<file path="src/rtl/axil_pkg.sv">
// Shared AXI4-Lite read-path constants and sizing helpers.
package axil_pkg;

  localparam logic [1:0] RESP_OKAY   = 2'b00;
  localparam logic [1:0] RESP_EXOKAY = 2'b01;
  localparam logic [1:0] RESP_SLVERR = 2'b10;
  localparam logic [1:0] RESP_DECERR = 2'b11;

  // Pointer width for a power-of-2 depth; never narrower than one bit.
  function automatic int ptr_w(input int depth);
    return (depth <= 2) ? 1 : $clog2(depth);
  endfunction

endpackage

</file>
<file path="src/rtl/axil_resp_fifo.sv">
// Response FIFO with a registered head: the entry at the head is presented
// from a flop so RDATA/RRESP never see a memory-read path.
module axil_resp_fifo
  import axil_pkg::*;
#(
  parameter int WIDTH = 34,
  parameter int DEPTH = 4
) (
  input  logic             clk,
  input  logic             rst_n,
  input  logic             i_push,
  input  logic [WIDTH-1:0] i_din,
  input  logic             i_pop,
  output logic [WIDTH-1:0] o_head,
  output logic             o_empty,
  output logic             o_full
);
  localparam int PW = ptr_w(DEPTH);

  logic [WIDTH-1:0] r_mem [DEPTH];
  logic [WIDTH-1:0] r_head;
  logic [PW-1:0]    r_wr, r_rd, w_rd_nxt;
  logic [PW:0]      r_cnt, w_cnt_nxt;
  logic             w_push, w_pop;

  assign o_empty   = (r_cnt == '0);
  assign o_full    = (r_cnt == (PW+1)'(DEPTH));
  assign w_push    = i_push & ~o_full;
  assign w_pop     = i_pop & ~o_empty;
  assign w_rd_nxt  = w_pop ? r_rd + PW'(1) : r_rd;
  assign w_cnt_nxt = r_cnt + (PW+1)'(w_push) - (PW+1)'(w_pop);
  assign o_head    = r_head;

  always_ff @(posedge clk) begin
    if (w_push) r_mem[r_wr] <= i_din;
  end

  always_ff @(posedge clk or negedge rst_n) begin
    if (!rst_n) begin
      r_wr   <= '0;
      r_rd   <= '0;
      r_cnt  <= '0;
      r_head <= '0;
    end else begin
      r_cnt <= w_cnt_nxt;
      r_rd  <= w_rd_nxt;
      if (w_push) r_wr <= r_wr + PW'(1);
      // Next head is the entry being written when the FIFO drains to it.
      if (w_cnt_nxt == '0)                   r_head <= '0;
      else if (w_push && (w_rd_nxt == r_wr)) r_head <= i_din;
      else                                   r_head <= r_mem[w_rd_nxt];
    end
  end

endmodule

</file>
<file path="src/rtl/axil_read_engine.sv">
// AXI4-Lite read slave with up to MAX_OUTSTANDING reads in flight.
// Optional counters enabled by defining AXIL_RD_STATS_EN.
module axil_read_engine
  import axil_pkg::*;
#(
  parameter int DATA_WIDTH      = 32,
  parameter int ADDR_WIDTH      = 5,
  parameter int RESP_WIDTH      = 2,
  parameter int MAX_OUTSTANDING = 4,
  parameter int STAT_WIDTH      = 16
) (
  input  logic                  clk,
  input  logic                  resetn,
  input  logic                  ARVALID,
  input  logic [ADDR_WIDTH-1:0] ARADDR,
  output logic                  ARREADY,
  output logic                  REN,
  output logic [ADDR_WIDTH-1:0] ARADDROUT,
  input  logic                  MREADY,
  input  logic [DATA_WIDTH-1:0] MDATA,
  input  logic [RESP_WIDTH-1:0] MRESP,
  output logic                  RVALID,
  output logic [DATA_WIDTH-1:0] RDATA,
  output logic [RESP_WIDTH-1:0] RRESP,
  input  logic                  RREADY
`ifdef AXIL_RD_STATS_EN
  ,
  output logic [STAT_WIDTH-1:0] RD_CNT,
  output logic [STAT_WIDTH-1:0] RD_ERR_CNT
`endif
);
  localparam int          PW     = ptr_w(MAX_OUTSTANDING);
  localparam logic [PW:0] MAX_CR = (PW+1)'(MAX_OUTSTANDING);

  if (MAX_OUTSTANDING < 2 || (MAX_OUTSTANDING & (MAX_OUTSTANDING - 1)) != 0)
    $error("MAX_OUTSTANDING must be a power of 2 and >= 2");
  if (STAT_WIDTH < 1 || RESP_WIDTH < 2)
    $error("STAT_WIDTH must be >= 1 and RESP_WIDTH >= 2");

  logic                  r_arready, r_ren;
  logic [ADDR_WIDTH-1:0] r_araddr;
  logic [PW:0]           r_credit, w_credit_nxt, r_mpend, w_mpend_nxt;
  logic                  w_ar_hs, w_r_hs, w_mret, w_empty, w_full;
  logic [DATA_WIDTH+RESP_WIDTH-1:0] w_head;

  assign w_ar_hs      = ARVALID & r_arready;
  assign w_r_hs       = RVALID & RREADY;
  // A return with nothing issued is spurious and must not reach the FIFO.
  assign w_mret       = MREADY & (r_mpend != '0) & ~w_full;
  assign w_credit_nxt = r_credit + (PW+1)'(w_ar_hs) - (PW+1)'(w_r_hs);
  assign w_mpend_nxt  = r_mpend + (PW+1)'(r_ren) - (PW+1)'(w_mret);

  always_ff @(posedge clk or negedge resetn) begin
    if (!resetn) begin
      r_arready <= 1'b0;
      r_ren     <= 1'b0;
      r_araddr  <= '0;
      r_credit  <= '0;
      r_mpend   <= '0;
    end else begin
      r_credit  <= w_credit_nxt;
      r_mpend   <= w_mpend_nxt;
      r_arready <= (w_credit_nxt < MAX_CR);
      r_ren     <= w_ar_hs;
      if (w_ar_hs) r_araddr <= ARADDR;
    end
  end

  axil_resp_fifo #(
    .WIDTH(DATA_WIDTH + RESP_WIDTH),
    .DEPTH(MAX_OUTSTANDING)
  ) u_fifo (
    .clk    (clk),
    .rst_n  (resetn),
    .i_push (w_mret),
    .i_din  ({MDATA, MRESP}),
    .i_pop  (w_r_hs),
    .o_head (w_head),
    .o_empty(w_empty),
    .o_full (w_full)
  );

  assign ARREADY        = r_arready;
  assign REN            = r_ren;
  assign ARADDROUT      = r_araddr;
  assign RVALID         = ~w_empty;
  assign {RDATA, RRESP} = w_head;

`ifdef AXIL_RD_STATS_EN
  logic [STAT_WIDTH-1:0] r_rd_cnt, r_err_cnt;

  // SLVERR and DECERR both carry bit 1 set.
  always_ff @(posedge clk or negedge resetn) begin
    if (!resetn) begin
      r_rd_cnt  <= '0;
      r_err_cnt <= '0;
    end else if (w_r_hs) begin
      if (~&r_rd_cnt)              r_rd_cnt  <= r_rd_cnt + 1'b1;
      if (RRESP[1] && ~&r_err_cnt) r_err_cnt <= r_err_cnt + 1'b1;
    end
  end

  assign RD_CNT     = r_rd_cnt;
  assign RD_ERR_CNT = r_err_cnt;
`endif

endmodule

</file>
<file path="config.mk">
export PLATFORM = sky130hd
export DESIGN_NAME = axil_read_engine
export DESIGN_NICKNAME = d
export VERILOG_FILES = /design/src/rtl/axil_pkg.sv /design/src/rtl/axil_resp_fifo.sv /design/src/rtl/axil_read_engine.sv
export SDC_FILE = /design/constraint.sdc
export NUM_CORES = 1
export LEC_CHECK = 0
export CAP_MARGIN = 10
export CORE_UTILIZATION = 52
export DETAILED_ROUTE_END_ITERATION = 7
export PLACE_DENSITY_LB_ADDON = 0.15
export SETUP_SLACK_MARGIN = 0.4
export SKIP_CTS_REPAIR_TIMING = 1
export SLEW_MARGIN = 20
export SYNTH_ARGS = -nofsm -noshare
export SYNTH_HDL_FRONTEND = slang
export SYNTH_SLANG_ARGS = --single-unit
export TNS_END_PERCENT = 30
</file>
<file path="constraint.sdc">
create_clock -name clk -period 3.6 [get_ports clk]
set_input_delay 0.72 -clock clk [delete_from_list [all_inputs] [get_ports clk]]
set_output_delay 0.72 -clock clk [all_outputs]
set_load 0.02 [all_outputs]
</file>
==> results.py <==
metrics = {
    "drt": {
        "route.vias.total": 6102,
        "drt_drc_violations_left": 0,
        "drt_first_iter_violations": 605,
        "via_per_inst": 6.416,
        "wl_per_cell_um": 22.15,
        "route.final.wire_length_um": 21060,
        "final_antenna_net_count": 0,
        "detailedRoute.firstPassIterationCount": 5,
    },
    "die": {
        "die_x_um": 132.2,
        "core_region_um2": 16580,
        "rows": 47,
        "die-area_um2": 17490,
        "ioPinCount": 86,
        "initial_utilization": 0.5319,
        "floorplan.die.height_um": 132.2,
    },
    "sta": {
        "finalCritPeriodShare": 0.8184,
        "report.final.setup_viol": 0,
        "max_freq_ghz": 0.3394,
        "slew-limit-headroom": 0.2745,
        "timing.final.crit_period_ns": 2.946,
        "skew_ns": 0.01174,
        "grt_setup_unrepaired": "false",
        "worst_slack_ns": 0.6537,
        "worst_slew_pin_slew_ns": 1.088,
        "hold_viol_final": 0,
        "tns_ns": 0,
        "maxSlewViolCount": 0,
    },
    "final_layout": {
        "final.fill_count": 1234,
        "final_layout_size_suffix_gt1_frac": 0.1847,
        "area_growth_syn_to_layout_pct": 20.34,
        "final_nets": 775,
        "insertedDiodeCount": 0,
        "multi_input_comb_area_um2": 3064,
        "final-seq-area_um2": 5443,
    },
    "logic_synthesis": {
        "syn_inst": 660,
        "yosys.area.top_type_share": 0.4630,
        "yosysSeqAreaShare": 0.6162,
        "syn_avg_cell_area_um2": 13.37,
        "synthDistinctLibCells": 30,
        "yosys_warnings": 0,
        "synth_area_leaders": "sky130_fd_sc_hd__edfxtp_1 (46%), sky130_fd_sc_hd__dfrtp_1 (15%), sky130_fd_sc_hd__mux2_2 (5.0%)",
        "postSynthRegisterBits": 190,
        "yosys.area.top_type": "sky130_fd_sc_hd__edfxtp_1",
        "synthesis.area_um2": 8821,
        "syn_nets": 717,
    },
    "setup_path": {
        "ordered_cell_list_for_the_critical_path": "clkdlybuf4s50_1 > o31ai_4 > inv_4 > ha_1 > inv_1 > ha_1 > fa_1 > xnor2_1 > or3_1 > buf_4 > o41ai_1 > a21oi_2",
        "worst_ep_required_time_ns": 3.95,
        "worst-endpoint-arrival_ns": 3.30,
        "timing.critical_path.slowest_cell_delay_ns": 0.46,
        "kind_of_critical_path": "in -> reg",
        "crit_path_start_kind": "input port",
        "worst_path_dominant_cell_family": "buffers and inverters",
        "crit_slowest_cell": "sky130_fd_sc_hd__clkdlybuf4s50_1",
        "critical-path-top-cell-by-count": "sky130_fd_sc_hd__ha_1",
        "number_of_buffer_and_inverter_instances_along_the_worst_setup_path": 4,
        "timing.critical_path.fanout_max": 34,
        "critPathCaptureType": "register",
    },
    "clocking": {
        "cts.reportedPaths.clkPinSlew_ns": 0.07,
        "clock_network_latency_to_the_later_pin_of_the_worst_skew_pair_ns": 0.43,
        "tritoncts": "built",
        "clock_sink_count": 190,
        "cts_max_level": 4,
        "clockRootBuffer": "sky130_fd_sc_hd__clkbuf_16",
        "cts_buffer_depth": 2,
        "cts-buffers-inserted": 17,
    },
    "grt": {
        "grt_antenna_before_repair": 0,
        "number_of_global_route_vias_before_repair": 6378,
        "grt_pass1_wl_um": 33890,
        "grt_start_max_net_pins": 118,
        "global_route.overflow_total": 0,
        "total_track_usage": 0.2532,
    },
    "outcome": {
        "run_status": "finished, final reports clean",
    },
    "pwr": {
        "ir_worst_vdd_v": 0.0008538,
        "power.density_cell_area_nw_per_um2": 1017,
        "leakage_nw": 3.682,
    },
    "placed_design": {
        "place_worst_setup_slack_ns": 0.2222,
        "place_congestion": 0.7763,
        "io_buffer_count": 85,
        "dp_hpwl_um": 12000,
    },
    "job": {
        "maxCapViolations": 0,
    },
    "worst_hold_path": {
        "min-delay-path-class": "in -> async",
    },
}
==> flip-flops by register name (all words and copies together) (netlist names) <==
signal	count
u_fifo.r_wr	2
u_fifo.r_rd	2
r_credit	3
u_fifo.o_head	34
ARREADY	1
REN	1
ARADDROUT	5
u_fifo.r_cnt	3
u_fifo.r_mem	136
r_mpend	3
==> worst paths after layout <==
path | start | to | slack (ns) | cells past startpoint
setup / recovery | RREADY | u_fifo.o_head[25]$_DFF_PN0_ | 0.65 | 12
hold / removal | resetn | u_fifo.o_head[29]$_DFF_PN0_ | 0.36 | 1
setup reg to reg | u_fifo.r_cnt[1]$_DFF_PN0_ | u_fifo.o_head[25]$_DFF_PN0_ | 0.76 | 11
hold reg to reg | r_credit[0]$_DFF_PN0_ | r_credit[0]$_DFF_PN0_ | 0.50 | 1
max in group asynchronous | resetn | u_fifo.o_head[9]$_DFF_PN0_ | 2.49 | 2
min in group clk | r_credit[0]$_DFF_PN0_ | r_credit[0]$_DFF_PN0_ | 0.50 | 1
==> cells in the mapped netlist <==
master and count:
sky130_fd_sc_hd__inv_1 16, sky130_fd_sc_hd__edfxtp_1 136, sky130_fd_sc_hd__ha_1 10, sky130_fd_sc_hd__mux2_2 39, sky130_fd_sc_hd__a21oi_2 30, sky130_fd_sc_hd__o41ai_1 34
sky130_fd_sc_hd__nand2_1 2, sky130_fd_sc_hd__buf_1 11, sky130_fd_sc_hd__nand3_1 2, sky130_fd_sc_hd__a21oi_1 4, sky130_fd_sc_hd__o31ai_1 34, sky130_fd_sc_hd__dfrtp_1 54
sky130_fd_sc_hd__clkbuf_1 42, sky130_fd_sc_hd__fa_1 3, sky130_fd_sc_hd__o31ai_4 1, sky130_fd_sc_hd__xor2_1 4, sky130_fd_sc_hd__or3_1 38, sky130_fd_sc_hd__a22o_1 34
sky130_fd_sc_hd__buf_6 3, sky130_fd_sc_hd__buf_2 10, sky130_fd_sc_hd__o311ai_1 1, sky130_fd_sc_hd__inv_2 2, sky130_fd_sc_hd__nand2b_1 1, sky130_fd_sc_hd__o221ai_1 34
sky130_fd_sc_hd__nor3_1 34, sky130_fd_sc_hd__o21ai_0 1, sky130_fd_sc_hd__and2_1 4, sky130_fd_sc_hd__nor2_1 34, sky130_fd_sc_hd__nand3b_1 34, sky130_fd_sc_hd__xnor2_1 8
==> power by group <==
part	total (mW)	switching (mW)	internal, mW
logic	5.20	3.04	2.17
registers	3.41	0.344	3.07
clock network	2.18	0.812	1.37
total	10.8	4.19	6.61
==> layout by cell type, fill, tap and decap left out, types with 2 or more instances in the layout <==
cell	count
sky130_fd_sc_hd__clkinvlp_4	4
sky130_fd_sc_hd__o31ai_1	34
sky130_fd_sc_hd__o221ai_1	34
sky130_fd_sc_hd__ha_1	10
sky130_fd_sc_hd__nand3b_1	34
sky130_fd_sc_hd__xnor2_1	6
sky130_fd_sc_hd__buf_12	6
sky130_fd_sc_hd__or3_1	37
sky130_fd_sc_hd__nand2_1	2
sky130_fd_sc_hd__a21oi_2	30
sky130_fd_sc_hd__a22o_1	34
sky130_fd_sc_hd__edfxtp_1	136
sky130_fd_sc_hd__clkdlybuf4s50_1	84
sky130_fd_sc_hd__buf_4	14
sky130_fd_sc_hd__and2_2	4
sky130_fd_sc_hd__clkbuf_16	17
sky130_fd_sc_hd__fa_1	3
sky130_fd_sc_hd__dfrtp_4	2
sky130_fd_sc_hd__inv_1	16
sky130_fd_sc_hd__mux2_2	39
sky130_fd_sc_hd__dfrtp_1	52
sky130_fd_sc_hd__o41ai_1	34
sky130_fd_sc_hd__xor2_1	4
sky130_fd_sc_hd__bufinv_16	7
sky130_fd_sc_hd__nor3_1	34
sky130_fd_sc_hd__xnor2_2	2
sky130_fd_sc_hd__a21oi_1	4
sky130_fd_sc_hd__nor2_1	34
==> cells by family after synthesis <==
| logic type | Yosys count | share of synthesized area |
|---|---|---|
| and+or+nand+nor | 149 | 0.09518 |
| AOI/OAI and AO/OA | 173 | 0.1662 |
| muxes | 39 | 0.04979 |
| xor gates and xnor gates | 12 | 0.01191 |
| buffers and inverters | 84 | 0.03972 |
| DFF | 190 | 0.6162 |
| adders and majority gates | 13 | 0.02099 |
==> worst register-to-register path, delay by kind of cell (launching register included) <==
family / cells / cell delay (ns)
adders and majority gates: 3 / 0.86
AOI/OAI and AO/OA: 3 / 0.66
buffers and inverters: 3 / 0.46
DFF: 1 / 0.45
xor gates and xnor gates: 1 / 0.20
and+or+nand+nor: 1 / 0.13
==> metal layers <==
layer  track usage  up-vias  part of all wire
met2        0.4274      220              0.50
met5             0        -                 0
li1              -     2727                 -
met4       0.08940        0             0.013
met1        0.3321     3130              0.43
met3       0.04229       25             0.055
==> stage by stage <==
| stage | instance area, um2 | hold slack, ns | power (mW) | util | std cells |
|---|---|---|---|---|---|
| 3_5_place_dp | 9923 | 0.4694 | 8.606 | 0.5984 | 919 |
| 5_1_grt | 10620 | 0.4057 | 11.40 | 0.6401 | 951 |
| 3_3_place_gp | 9923 | 0.4573 | 8.403 | 0.5984 | 919 |
| 2_1_floorplan | 8867 | 0.4244 | 7.070 | - | 660 |
| 6_report | 10620 | 0.3551 | 10.80 | 0.6401 | 951 |
| 4_1_cts | 10620 | 0.3708 | 10.82 | 0.6401 | 951 |
==> cell type report <==
| class | instances | share of cell area |
|---|---|---|
| repair buffers | 105 | 0.1009 |
| well taps | 220 | 0.02593 |
| inverters | 18 | 0.006601 |
| clock buffers | 17 | 0.04008 |
| multi-input cells | 386 | 0.2887 |
| flip-flops and latches | 190 | 0.5127 |
| clock inverters | 15 | 0.02511 |
Power figures use the tool's default switching activity.
